### src/rtl/uart_tx_core_v2.sv
// Parametrised UART transmitter: LSB-first, optional parity, 1/2 stop bits.
// Define UART_TX_FIFO_EN to add a FIFO_DEPTH-word input FIFO.
module uart_tx_core_v2 #(
  parameter int DATA_WIDTH = 8,
  parameter int DIV_WIDTH  = 16,
  parameter int FIFO_DEPTH = 4
) (
  input  logic                  CLK,
  input  logic                  RST,
  input  logic [DATA_WIDTH-1:0] P_DATA,
  input  logic                  DATA_VALID,
  output logic                  DATA_READY,
  input  logic                  PAR_EN,
  input  logic                  PAR_TYP,
  input  logic                  STOP2,
  input  logic [DIV_WIDTH-1:0]  BAUD_DIV,
  output logic                  TX_OUT,
  output logic                  Busy
);
  localparam int IW = (DATA_WIDTH > 1) ? $clog2(DATA_WIDTH) : 1;
  localparam logic [IW-1:0] LAST_BIT = IW'(DATA_WIDTH - 1);

  typedef enum logic [2:0] {
    S_IDLE,
    S_START,
    S_DATA,
    S_PARITY,
    S_STOP,
    S_STOP_2
  } state_t;

  state_t                state;
  logic [DIV_WIDTH-1:0]  cnt;
  logic [DIV_WIDTH-1:0]  div_q;
  logic [IW-1:0]         idx;
  logic [DATA_WIDTH-1:0] shift;
  logic                  par_en_q;
  logic                  par_q;
  logic                  stop2_q;

  logic                  last_stop;
  logic                  free;
  logic                  load;
  logic [DATA_WIDTH-1:0] ld_data;
  logic                  ld_par_en;
  logic                  ld_par_typ;
  logic                  ld_stop2;
  logic                  hold_busy;

  assign last_stop = (cnt == '0) &
                     (((state == S_STOP) & !stop2_q) |
                      (state == S_STOP_2));
  assign free = (state == S_IDLE) | last_stop;

`ifdef UART_TX_FIFO_EN
  localparam int AW = (FIFO_DEPTH > 1) ? $clog2(FIFO_DEPTH) : 1;
  localparam int EW = DATA_WIDTH + 3;

  logic [EW-1:0] mem [FIFO_DEPTH];
  logic [AW-1:0] wr_ptr;
  logic [AW-1:0] rd_ptr;
  logic [AW:0]   fcnt;
  logic [AW:0]   fcnt_next;
  logic          empty;
  logic          full;
  logic          wr;
  logic          rd;

  assign empty      = (fcnt == '0);
  assign full       = (fcnt == (AW+1)'(FIFO_DEPTH));
  assign rd         = free & !empty & !RST;
  // A full FIFO still takes a word when the head leaves in the same cycle
  assign DATA_READY = !RST & (!full | rd);
  assign wr         = DATA_VALID & DATA_READY;
  assign load       = rd;
  assign {ld_stop2, ld_par_typ, ld_par_en, ld_data} = mem[rd_ptr];
  assign fcnt_next  = fcnt + (AW+1)'(wr) - (AW+1)'(rd);
  assign hold_busy  = (fcnt_next != '0);

  always_ff @(posedge CLK) begin
    if (wr)
      mem[wr_ptr] <= {STOP2, PAR_TYP, PAR_EN, P_DATA};
  end

  always_ff @(posedge CLK) begin
    if (RST) begin
      wr_ptr <= '0;
      rd_ptr <= '0;
      fcnt   <= '0;
    end else begin
      if (wr)
        wr_ptr <= wr_ptr + 1'b1;
      if (rd)
        rd_ptr <= rd_ptr + 1'b1;
      fcnt <= fcnt_next;
    end
  end
`else
  assign DATA_READY = !RST & free;
  assign load       = DATA_VALID & DATA_READY;
  assign ld_data    = P_DATA;
  assign ld_par_en  = PAR_EN;
  assign ld_par_typ = PAR_TYP;
  assign ld_stop2   = STOP2;
  assign hold_busy  = 1'b0;
`endif

  always_ff @(posedge CLK) begin
    if (RST) begin
      state    <= S_IDLE;
      cnt      <= '0;
      div_q    <= '0;
      idx      <= '0;
      shift    <= '0;
      par_en_q <= 1'b0;
      par_q    <= 1'b0;
      stop2_q  <= 1'b0;
      TX_OUT   <= 1'b1;
      Busy     <= 1'b0;
    end else if (load) begin
      state    <= S_START;
      cnt      <= BAUD_DIV;
      div_q    <= BAUD_DIV;
      idx      <= '0;
      shift    <= ld_data;
      par_en_q <= ld_par_en;
      par_q    <= ^ld_data ^ ld_par_typ;
      stop2_q  <= ld_stop2;
      TX_OUT   <= 1'b0;
      Busy     <= 1'b1;
    end else if (free) begin
      state  <= S_IDLE;
      cnt    <= '0;
      TX_OUT <= 1'b1;
      Busy   <= hold_busy;
    end else if (cnt != '0) begin
      cnt <= cnt - 1'b1;
    end else begin
      cnt <= div_q;
      unique case (state)
        S_START: begin
          state  <= S_DATA;
          TX_OUT <= shift[0];
        end
        S_DATA: begin
          if (idx == LAST_BIT) begin
            state  <= par_en_q ? S_PARITY : S_STOP;
            TX_OUT <= par_en_q ? par_q : 1'b1;
          end else begin
            idx    <= idx + 1'b1;
            shift  <= shift >> 1;
            TX_OUT <= shift[1];
          end
        end
        S_PARITY: begin
          state  <= S_STOP;
          TX_OUT <= 1'b1;
        end
        // Single-stop frames end through the free path above
        S_STOP: begin
          state  <= S_STOP_2;
          TX_OUT <= 1'b1;
        end
        default: begin
          state  <= S_IDLE;
          TX_OUT <= 1'b1;
        end
      endcase
    end
  end
endmodule
### config.mk
export PLATFORM = sky130hd
export DESIGN_NAME = uart_tx_core_v2
export DESIGN_NICKNAME = d
export VERILOG_FILES = /design/src/rtl/uart_tx_core_v2.sv
export SDC_FILE = /design/constraint.sdc
export NUM_CORES = 1
export LEC_CHECK = 0
export BUFFER_PORTS_ARGS = -buffer_cell sky130_fd_sc_hd__buf_2
export CORE_MARGIN = 5
export CORE_UTILIZATION = 45
export DETAILED_ROUTE_END_ITERATION = 7
export HOLD_SLACK_MARGIN = 0.12
export MAX_ROUTING_LAYER = met4
export PLACE_DENSITY = 0.78
export SLEW_MARGIN = 25
export SYNTH_ARGS = -nofsm -noshare
export SYNTH_HDL_FRONTEND = slang
export SYNTH_SLANG_ARGS = --single-unit
### constraint.sdc
create_clock -name CLK -period 2 [get_ports CLK]
set_clock_uncertainty 0.15 [all_clocks]
set_input_delay 0.2 -clock CLK [delete_from_list [all_inputs] [get_ports CLK]]
set_output_delay 0.2 -clock CLK [all_outputs]
set_load 0.02 [all_outputs]
Word level (Yosys, flattened, before mapping)
Index checks and enable logic that the tools add are counted.
{ "word_totals": {"word_cells": 71, "output_inout_bits": 3, "mem_bits_ro": 0, "ff_bits": 51, "memories": 0, "ram_bits": 0, "latchBits": 0, "in_bits": 30} }
{ "op_classes": {"n_mux": 22, "div": 0, "add_sub_neg": 2, "n_shift": 0, "n_mul": 0, "n_lt_le_gt_ge": 0, "reduce_logical": 14, "n_eq_ne": 12, "n_bitwise": 10} }
{ "op_table": {"columns": ["cell", "n"], "rows": [
  ["16-bit two-way mux", 3],
  ["8-bit two-way mux", 5],
  ["16-bit logical NOT", 1],
  ["16-bit nonzero test", 1],
  ["16-bit by 1-bit subtractor with 16-bit output, second input constant", 1],
  ["3-bit one-hot mux with 4 select lines", 1],
  ["1-bit two-way mux", 10],
  ["3-bit == test, second input constant", 3],
  ["4-bit AND reduction", 2],
  ["8-bit XOR reduction", 1],
  ["3-bit by 2-bit == test with 1-bit output, second input constant", 2],
  ["3-bit two-way mux", 2],
  ["2-bit != test, second input constant", 3],
  ["1-bit bitwise AND", 4],
  ["4-bit != test, second input constant", 1],
  ["2-bit AND reduction", 2],
  ["2-bit nonzero test", 2],
  ["3-bit by 1-bit adder with 3-bit output, second input constant", 1],
  ["3-bit by 1-bit == test with 1-bit output, second input constant", 1],
  ["3-bit logical NOT", 1],
  ["3-bit != test, second input constant", 1],
  ["1-bit inverter", 3],
  ["3-bit OR reduction", 1],
  ["1-bit logical NOT", 2],
  ["5 further kinds", 6]
]} }

Logic depth before layout (Yosys ltp)
{ "depth": {"word_depth": 9, "mapped_depth": 9, "depth_no_buf": 7} }

Worst setup path after synthesis
Ideal clock, no wire load.
{ "synth_path": {"path_type": "reg-to-reg", "start": "register cnt[0]", "end": "register cnt[15]", "t_arrival_ns": 1.917, "required_ns": 1.749, "setup_time_ns": 0.101, "period_less_slack_ns": 2.168, "setup_slack_ns": -0.168, "path_stages_with_launch": 9, "path_buffers": 1, "cell_sequence": "dfxtp_1 -> inv_1 -> ha_1 -> nor3b_1 -> nand4_4 -> a2111oi_4 -> buf_2 -> nand2_1 -> o41ai_1"} }
{ "synth_between": {"elab_chain_len": 6, "elab_cells_between_ends": 10, "cone_classes": "add/sub: 1; mux: 3; bitwise: 4; reduce/logical: 2"} }
{ "synth_lines": {"columns": ["element", "line", "rtl"], "rows": [
  ["from (decl)", "33", "logic [DIV_WIDTH-1:0] cnt;"],
  ["from (signal assigned)", "137", "cnt <= cnt - 1'b1;"],
  ["from (signal assigned)", "139", "cnt <= div_q;"],
  ["branches (longest 5 deep; another with 16-bit by 1-bit subtractor with 16-bit output)", null, null],
  ["16-bit two-way mux *", "120", "end else if (load) begin"]
]} }
Every way passes the cells marked *.
A chain may end at the register's enable or synchronous reset.

Worst setup path after layout
{ "layout_path": {"start": "register cnt[1]", "end": "register div_q[5]"} }
{ "layout_between": {"elab_chain_len": 5} }
{ "layout_lines": {"columns": ["element", "line", "rtl"], "rows": [
  ["16-bit logical NOT", "50", "assign last_stop = (cnt == '0) &"],
  ["1-bit bitwise AND", "50", null],
  ["1-bit bitwise OR", "53", "assign free = (state == S_IDLE) | last_stop;"],
  ["1-bit bitwise AND", "99", "assign DATA_READY = !RST & free;"],
  ["1-bit bitwise AND", "100", "assign load = DATA_VALID & DATA_READY;"],
  ["to (signal assigned)", "112", "div_q <= '0;"],
  ["to (signal assigned)", "123", "div_q <= BAUD_DIV;"],
  ["to (decl)", "34", "logic [DIV_WIDTH-1:0] div_q;"]
]} }
No other way between the ends.

==> flow_summary.toml <==
[outcome]
status = "finished with violations"
violated_checks = "setup timing"

[sta]
fin_worst_hold_slack_ps = 313
final.min_clock_period_ps = 2170
fin_crit_sh_pct = 109
grt_setup_unrepaired = "true"
setup-tns-final_ps = -5330
relSlewSlack_pct = 70.9
final_max_slew_viol_count = 0
worst_slew_pin_slew_ps = 434
max_freq_mhz = 460
final-setup-viol-count = 49
timing_hold_violations_final = 0
final_critical_path_setup_slack_ps = -172

[synthesis]
yosysUniqueCellTypes = 45
synthTopCellsByArea = "dfxtp_1 41%, nand2_1 7.5%, xnor2_1 4.6%, a21oi_1 4.0%, o21ai_0 4.0%"
synth_largest_area_cell = "dfxtp_1"
yosys.cell_count.top_type = "dfxtp_1"
synth_edf_count = 0
synthesis.nets = 330
syn_avg_cell_area_sq_um = 8.41
syn-cell-area_sq_um = 2490
synth_largest_type_area_fraction_pct = 41.0
synth-seq-area-share_pct = 41.0
synth_top_flop_cell = "dfxtp_1"
synth-async-reset-ratio_pct = 0
synth_seq_cells = 51
synth_cells = 296
ys.warnings.count = 0
synth.cells.most_frequent = "51 x dfxtp_1, 50 x nand2_1, 20 x a21oi_1, 20 x o21ai_0, 15 x nand3_1"

[clock_network]
ctsLongestPathBuffers = 2
clk_root_buffer_cell = "clkbuf_8"
clock_insertion_delay_at_the_later_pin_of_the_skew_report_ps = 300
tritoncts_num_sinks = 51
cts.clk_slew.worst_paths_ps = 90
clock_tree_from_tritoncts = "done"
cts_max_level = 2
cts_inserted_buffers = 5

[worst_hold_path]
holdCritPathClass = "flop to flop"
min_to = "div_q[6]"
min-delay-start = "div_q[6]"
hold_path_depth = 2

[routing]
wl_per_cell_um = 18.4
remaining_design_rule_violation_count = 0
first_pass_iters = 5
drt_iter0_drc = 140
final_antenna_net_count = 0
route.vias.total = 2855
post_drt_via_cell_ratio = 5.95
wl_mm = 8.84

[floorplanning]
starting_utilization_of_the_core_area_pct = 45.8
floorplan.die.width_um = 84.4
fp.dieArea_sq_um = 7120
row_count = 27
placeableCoreArea_sq_um = 5440
die_height_um = 84.4
num_io_pins = 33

[global_routing]
groute.usage.overall_pct = 23.5
grt_pass1_vias = 2828
grt_remaining_overflow = 0
grt_max_degree = 23
global_route_wire_length_before_repair_mm = 13.2
antenna_violations_before_repair = 0

[final_layout]
n_antenna_cell = 0
layout.nets = 442
fin_cells = 480
area_growth_pct = 64.4
post_route_cells_drive_above_1_share_pct = 44.9

[critical_path]
critical_path_peak_fanout = 7
crit_start = "cnt[1]"
worstPathArrival_ps = 2220
critPathCaptureType = "flop"
worstSetupPathType = "flop to flop"
reg2reg_setup_slack_ps = -170
timing.rr.start = "cnt[1]"
required_ps = 2050
r2r_end = "div_q[5]"
worstSetupStartpointType = "flop"
reg2regPathDepth = 11

[pwr]
irDropWorstVdd_mv = 0.719
static-leakage-power_nw = 1.65
finalPower_w = 0.00712
pwr_cell_area_nw_per_um2 = 1740

[run]
number_of_violations_of_the_max_capacitance_limit = 0

[placement]
hpwl_mm = 4.76
gp_congestion = 0.844
io_buffer_count = 32
post-place-cells = 423
power breakdown:
group	switching [W]	internal, W
registers	0.000271	0.00133
clock network	0.000344	0.000273
logic	0.00240	0.00250
total	0.00302	0.00411
how the worst max path moves through the flow:
stage	endpoint	cells past startpoint
2_1_floorplan	div_q[0]	5
3_3_place_gp	shift[2]	8
3_5_place_dp	shift[3]	8
4_1_cts	cnt[11]	9
5_1_grt	cnt[4]	11
6_report	div_q[5]	11
logic make-up after synthesis:
kind of cell	Yosys count	synth area share, %
compound gates	83	21.8
buf+inv	25	4.47
fa+ha+maj	4	2.01
mux	2	0.804
simple gates	115	24.2
flops	51	41.0
xor+xnor	16	5.63
per-stage QoR:
stage | util [%] | area, sq um | setup slack (ps)
5_1_grt | 75.2 | 4090 | -253
4_1_cts | 70.1 | 3810 | -110
3_3_place_gp | 55.7 | 3030 | -127
6_report | 75.2 | 4090 | -172
3_5_place_dp | 55.7 | 3030 | -185
2_1_floorplan | - | 2540 | -78.5
layer usage:
layer,global-route usage [%],share of wire [%],vias up
li1,-,-,1303
met1,25.6,39,1394
met2,42.1,53,128
met3,4.22,5.2,30
met4,9.64,3.1,0
met5,-,0,-
worst max-delay path, cell delays in order, from the launching register on:
cell and delay (ps):
dfxtp_2 330, inv_2 70, ha_4 130, nor3b_4 210, buf_4 140, and4_4 230, buf_6 120, o2111ai_4 170
buf_6 200, buf_16 140, nand3_2 80, nand2_1 60
timing repair:
| item | CTS | global route |
|---|---|---|
| buffers inserted | 13 | 7 |
| gates resized for setup | 53 | 57 |
| pin swaps | 16 | 25 |
| endpoints found under the setup margin | 49 | 51 |
| hold buffers | 28 | 0 |
| cloned | 4 | 1 |
| hold endpoints to repair | 42 | 0 |
final cells by class:
cell class | instances | area (sq um)
multi-input combinational | 220 | 1740
fill | 362 | 1350
timing repair buffer | 124 | 1120
sequential | 51 | 1030
tap | 72 | 90.1
clock buffer | 6 | 82.6
inverter | 6 | 22.5
clock inverter | 1 | 5.00
cells in the final DEF, fill, tap and decap left out, types with 4 or more instances in the layout:
cell type and count:
a21oi_1 11, a21oi_2 9, a22o_1 6, a22oi_1 4, a22oi_2 8, a31oi_1 8, buf_12 5, buf_2 31
buf_4 43, buf_6 12, clkbuf_8 6, dfxtp_1 44, dfxtp_2 6, dlygate4sd3_1 28, inv_1 4, nand2_1 37
nand2_2 8, nand2_4 5, nand3_1 5, nand3_2 9, nor2_1 8, nor3_1 8, o21ai_0 10, o21ai_1 6
o21ai_2 4, xnor2_1 13
registers in the layout, summed over array words and instances (netlist names):
register,flops
Busy,1
TX_OUT,1
cnt,16
div_q,16
idx,3
par_en_q,1
par_q,1
shift,8
state,3
stop2_q,1
Note: power is estimated with default switching activity, not from simulation.
